`src/rtl/piano_pkg.sv`:
```
// Shared defaults, ceiling-log2 helper and voice state type for the piano voice allocator.
package piano_pkg;

    localparam int unsigned NUM_KEYS_DEF   = 8;
    localparam int unsigned NUM_VOICES_DEF = 3;
    localparam int unsigned DB_CYCLES_DEF  = 1000;

    typedef enum logic {
        VOICE_IDLE   = 1'b0,
        VOICE_ACTIVE = 1'b1
    } voice_state_t;

    function automatic int unsigned clog2(input int unsigned n);
        int unsigned r;
        r = 0;
        for (int i = 0; i < 32; i++) begin
            if ((33'd1 << i) < 33'(n)) r = 32'(i + 1);
        end
        return r;
    endfunction

endpackage

```
`src/rtl/key_debounce.sv`:
```
// One piano switch: 2-flop synchroniser, stability counter and debounced level register.
module key_debounce import piano_pkg::*; #(
    parameter int unsigned DB_CYCLES = DB_CYCLES_DEF
) (
    input  logic clk,
    input  logic reset,
    input  logic i_sw,
    output logic o_key
);

    localparam int unsigned CNT_W = (clog2(DB_CYCLES) > 1) ? clog2(DB_CYCLES) : 1;

    logic             r_s1;
    logic             r_s2;
    logic             r_key;
    logic [CNT_W-1:0] r_cnt;

    // Level flips only after DB_CYCLES consecutive synchronised samples disagree with it
    always_ff @(posedge clk or posedge reset) begin
        if (reset) begin
            r_s1  <= 1'b0;
            r_s2  <= 1'b0;
            r_key <= 1'b0;
            r_cnt <= '0;
        end else begin
            r_s1 <= i_sw;
            r_s2 <= r_s1;
            if (r_s2 == r_key) begin
                r_cnt <= '0;
            end else if (r_cnt == CNT_W'(DB_CYCLES - 1)) begin
                r_key <= ~r_key;
                r_cnt <= '0;
            end else begin
                r_cnt <= r_cnt + CNT_W'(1);
            end
        end
    end

    assign o_key = r_key;

endmodule

```
`src/rtl/key_voice_alloc.sv`:
```
// Debounces piano switches and assigns pressed keys to a small pool of LFSR voices.
module key_voice_alloc import piano_pkg::*; #(
    parameter  int unsigned NUM_KEYS   = NUM_KEYS_DEF,
    parameter  int unsigned NUM_VOICES = NUM_VOICES_DEF,
    parameter  int unsigned DB_CYCLES  = DB_CYCLES_DEF,
    localparam int unsigned KEY_W      = (clog2(NUM_KEYS) > 1) ? clog2(NUM_KEYS) : 1
) (
    input  logic                        clk,
    input  logic                        reset,
    input  logic [NUM_KEYS-1:0]         sw,
    output logic [NUM_KEYS-1:0]         key_state,
    output logic [NUM_VOICES-1:0]       voice_en,
    output logic [NUM_VOICES*KEY_W-1:0] voice_key,
    output logic                        overflow
);

    logic [NUM_KEYS-1:0] w_key;
    logic [NUM_KEYS-1:0] r_key_d;
    logic [NUM_KEYS-1:0] r_pend;
    logic [NUM_KEYS-1:0] w_pend_nxt;
    logic [NUM_KEYS-1:0] w_rise;
    logic [NUM_KEYS-1:0] w_fall;
    voice_state_t        r_vstate     [NUM_VOICES];
    voice_state_t        w_vstate_nxt [NUM_VOICES];
    logic [KEY_W-1:0]    r_vkey       [NUM_VOICES];
    logic [KEY_W-1:0]    w_vkey_nxt   [NUM_VOICES];
    logic                r_ovf;
    logic                w_ovf_nxt;
    logic                w_srv_vld;
    logic [KEY_W-1:0]    w_srv_key;
    logic                w_srv_held;
    logic                w_free_vld;

    for (genvar k = 0; k < NUM_KEYS; k++) begin : g_key
        key_debounce #(
            .DB_CYCLES (DB_CYCLES)
        ) u_db (
            .clk   (clk),
            .reset (reset),
            .i_sw  (sw[k]),
            .o_key (w_key[k])
        );
    end

    assign w_rise = w_key & ~r_key_d;
    assign w_fall = ~w_key & r_key_d;

    // Release voices of falling keys; serve the lowest pending key into the lowest voice idle at cycle start
    always_comb begin
        w_pend_nxt = (r_pend | w_rise) & ~w_fall;
        w_ovf_nxt  = 1'b0;
        w_srv_vld  = 1'b0;
        w_srv_key  = '0;
        w_srv_held = 1'b0;
        w_free_vld = 1'b0;
        for (int unsigned v = 0; v < NUM_VOICES; v++) begin
            w_vstate_nxt[v] = r_vstate[v];
            w_vkey_nxt[v]   = r_vkey[v];
            if (r_vstate[v] == VOICE_ACTIVE && w_fall[r_vkey[v]]) w_vstate_nxt[v] = VOICE_IDLE;
        end
        for (int unsigned k = 0; k < NUM_KEYS; k++) begin
            if (!w_srv_vld && r_pend[k] && !w_fall[k]) begin
                w_srv_vld = 1'b1;
                w_srv_key = KEY_W'(k);
            end
        end
        if (w_srv_vld) w_pend_nxt[w_srv_key] = 1'b0;
        for (int unsigned v = 0; v < NUM_VOICES; v++) begin
            if (r_vstate[v] == VOICE_ACTIVE && r_vkey[v] == w_srv_key) w_srv_held = 1'b1;
        end
        for (int unsigned v = 0; v < NUM_VOICES; v++) begin
            if (w_srv_vld && !w_srv_held && !w_free_vld && r_vstate[v] == VOICE_IDLE) begin
                w_free_vld      = 1'b1;
                w_vstate_nxt[v] = VOICE_ACTIVE;
                w_vkey_nxt[v]   = w_srv_key;
            end
        end
        if (w_srv_vld && !w_srv_held && !w_free_vld) w_ovf_nxt = 1'b1;
    end

    always_ff @(posedge clk or posedge reset) begin
        if (reset) begin
            r_key_d <= '0;
            r_pend  <= '0;
            r_ovf   <= 1'b0;
            for (int unsigned v = 0; v < NUM_VOICES; v++) begin
                r_vstate[v] <= VOICE_IDLE;
                r_vkey[v]   <= '0;
            end
        end else begin
            r_key_d <= w_key;
            r_pend  <= w_pend_nxt;
            r_ovf   <= w_ovf_nxt;
            for (int unsigned v = 0; v < NUM_VOICES; v++) begin
                r_vstate[v] <= w_vstate_nxt[v];
                r_vkey[v]   <= w_vkey_nxt[v];
            end
        end
    end

    assign key_state = w_key;
    assign overflow  = r_ovf;

    for (genvar v = 0; v < NUM_VOICES; v++) begin : g_voice
        assign voice_en[v]                  = (r_vstate[v] == VOICE_ACTIVE);
        assign voice_key[v*KEY_W +: KEY_W]  = r_vkey[v];
    end

endmodule
```
`config.mk`:
```
export PLATFORM = sky130hd
export DESIGN_NAME = key_voice_alloc
export DESIGN_NICKNAME = d
export VERILOG_FILES = /design/src/rtl/piano_pkg.sv /design/src/rtl/key_debounce.sv /design/src/rtl/key_voice_alloc.sv
export SDC_FILE = /design/constraint.sdc
export NUM_CORES = 1
export LEC_CHECK = 0
export ABC_CLOCK_PERIOD_IN_PS = 12610
export BUFFER_PORTS_ARGS = -buffer_cell sky130_fd_sc_hd__buf_2
export CORE_AREA = 2 2 156 120
export CTS_CLUSTER_SIZE = 12
export DETAILED_ROUTE_END_ITERATION = 8
export DIE_AREA = 0 0 158 122
export GPL_ROUTABILITY_DRIVEN = 0
export GPL_TIMING_DRIVEN = 0
export MAX_ROUTING_LAYER = met4
export PLACE_DENSITY_LB_ADDON = 0.25
export SKIP_LAST_GASP = 1
export SLEW_MARGIN = 20
export SYNTH_ARGS = -nofsm -noshare
export SYNTH_HDL_FRONTEND = slang
export SYNTH_SLANG_ARGS = --single-unit
export TNS_END_PERCENT = 100
```
`constraint.sdc`:
```
create_clock -name clk -period 12.61 [get_ports clk]
set_input_delay 2.522 -clock clk [delete_from_list [all_inputs] [get_ports clk]]
set_output_delay 2.522 -clock clk [all_outputs]
set_load 0.01 [all_outputs]
```
==> results by group <==
Clocking
  • PostCTS Resize Cnt: 0
  • Post-CTS Setup Bufs: 0
  • Root buffer cell: clkbuf_16
  • Clk slew on worst S/H paths: about 60 ps
  • Hold_buf cts: 0
  • Clk_lat worst skew: ~420 ps
  • Clk sink count: approximately 130
  • CTS buffer count: 17
  • # H-tree levels: 4
  • Worst-case clock buffer depth: 2
  • CTS tree: done

Status
  • Status: finished clean

Final layout
  • Final Cell Area: between 7000 and 8000 µm²
  • Antenna diodes: 0
  • Area delta synth->final: 19.1%
  • Share of layout cells above drive strength 1: between 10% and 20%
  • Fin cells: 865
  • Nets: approximately 620

Pwr
  • LEAKAGE: 0.00325 µW
  • Power per cell area: 140 nW/µm²
  • Worst vdd ir: 0.0974 mV

STA
  • Worst slew pin tran: 454 ps
  • RSZ-0062 raised after global routing: false
  • Fmax: 0.268 GHz
  • Slew Limit Fails: 0
  • Worst slew margin: a little over two thirds
  • Clock skew: between 7 and 8 ps
  • Final hold violation count: 0
  • Final setup viols: 0
  • Tcrit/Tclk final: between 20 and 30%
  • Setup_tns: 0 ps
  • Final worst setup slack: around 9000 ps
  • Min Tclk post-route: about 3700 ps

Logic synthesis
  • Mapped Nets: between 500 and 600
  • Post-synthesis sequential area ratio: between 50 and 60%
  • Syn avg cell area: about 11 µm²
  • Cells after Synth: roughly 560
  • Mapped Area: 6130 µm²
  • Synth Warn #: 0
  • Number of enable flip-flop cells after synthesis: 0
  • Asr flop ratio synth: 100%
  • Register bit total from synthesis: approximately 130
  • Main synth FF type: dfrtp_1
  • Cell variety after synth: 55

Worst hold path
  • Worst hold-check path type: flop to flop
  • Min-delay src: g_key[5].u_db.r_s1
  • WHS Endpoint: g_key[5].u_db.r_s2
  • Hold Crit Depth: 0

Critical path
  • Element type at the critical path start: flop
  • Worst-path maximum fanout: 7
  • Critical path capture point type: output port
  • R2R Path Start: g_key[4].u_db.o_key
  • FF-to-FF End: voice_key[7]
  • Cells on worst reg2reg path: 8
  • WS Path Type: flop to output port
  • Worst Path Required: between 10000 and 15000 ps
  • Register-to-register setup slack: 9690 ps
  • CP arrival: roughly 1200 ps

Global routing
  • Met2 Use GR: between 10% and 20%
  • Largest net degree at the start of global routing: 87
  • Global Route Usage Sum: roughly an eighth
  • First-pass GRT wire length: roughly 19000 µm
  • Busiest grt layer: met2
  • GR Layer Usage met1: 17.2%
  • Vias in the first global route: about 4100
  • Global route overflow: 0
  • Initial antenna violation count: 0
  • GR Layer Usage met3: around 3.5%

Detailed routing
  • DRT iter0 DRCs: ~220
  • Residual DRC count: 0
  • Post-DRT Antenna Nets: 0
  • Detailed Routing Iterations Pass 1: 6
  • Drt via density: 4.65
  • Routed wire length per instance: roughly 13 µm
  • Post-Route WL: approximately 11000 µm
  • Via count: between 4000 and 5000

Placed design
  • Area after DPL: between 6000 and 7000 µm²
  • Pre-CTS setup slack: about 9300 ps
  • Cell total after placement: about 830
  • PortBufs: 30
  • HPWL after DPL: 7720 µm

Floorplan
  • Die Area: roughly 19000 µm²
  • Initial Utilization: about a third
  • Site Rows: between 40 and 50
  • Vert. Die Dim: roughly 120 µm
  • Top Ports: 31
  • Core area: about 18000 µm²
  • Die W: roughly 160 µm

Job
  • Max cap viols: 0
[registers in the layout (all words and copies together) (netlist names)]
register,cells
r_key_d,8
g_key.u_db.o_key,8
r_pend,8
voice_key,9
g_key.u_db.r_cnt,80
voice_en,3
overflow,1
g_key.u_db.r_s1,8
g_key.u_db.r_s2,8
[report_power, final]
| part | internal (µW) | total [µW] | switching, µW |
|---|---|---|---|
| Clock | 374 | 556 | 182 |
| Combinational | 9.09 | 26.7 | 17.6 |
| Sequential | 436 | 442 | 6.08 |
[metal layers]
layer  up-vias  share of wire (%)
met5         -                  0
met4         0                1.4
met3        11                3.8
met2        57                 44
met1      1957                 50
li1       1993                  -
[cell type report]
type	instances	area [µm²]
sequential	133	3330
clock inverter	10	193
inverter	21	86.3
timing repair buffer	31	178
multi-input combinational	393	2670
clock buffer	22	484
fill	1722	10700
buffer	8	60.1
tap	247	309
[critical path: stages (launching register included)]
cell     delay, ps
dfrtp_1        510
buf_4          160
buf_2          120
[logic make-up after synthesis]
kind of cell	share of synthesized area [%]
AOI/OAI and AO/OA	6.24
and+or+nand+nor	19.8
buffers and inverters	2.26
DFF	54.3
xor gates and xnor gates	10.6
muxes	5.26
adders and majority gates	1.63
[layout by cell type (no fill, tap or decap), types with 10 or more instances in the layout]
master and count:
a21oi_1 10, and3_1 17, buf_2 30, clkbuf_16 17, dfrtp_1 133, inv_1 20, nand2_1 47, nand3_1 21
nand4_1 10, nor2_1 94, nor3_1 10, xnor2_1 49, xor2_1 25
[synth_stat cells (8+ instances only)]
cell type	n	area share (%)
a21oi_1	10	0.82
and3_1	17	1.7
buf_4	8	0.98
dfrtp_1	133	54
ha_1	8	1.6
inv_1	21	1.3
mux2_2	8	1.5
nand2_1	47	2.9
nand3_1	21	1.7
nand4_1	10	1.0
nor2_1	94	5.8
nor3_1	10	0.82
o21ai_0	8	0.65
xnor2_1	49	7.0
xor2_1	25	3.6
[how the worst max path moves through the flow]
stage                              startpoint                     end  depth (start not counted)
after floorplan                         reset     g_key[0].u_db.o_key                          1
after global placement                  reset  g_key[6].u_db.r_cnt[7]                          2
after detailed placement                reset            voice_key[6]                          3
after CTS                 g_key[4].u_db.o_key            key_state[4]                          2
after global routing      g_key[4].u_db.o_key            key_state[4]                          2
final                     g_key[4].u_db.o_key            key_state[4]                          2
[through the flow]
stage                     hold slack [ps]  power, µW  utilization [%]
after global routing                  349       1060             40.7
after floorplan                       331        467                -
after global placement                334        474             36.7
final                                 347       1020             40.7
after detailed placement              336        477             36.9
after CTS                             346       1040             40.7
Power figures use the tool's default switching activity.
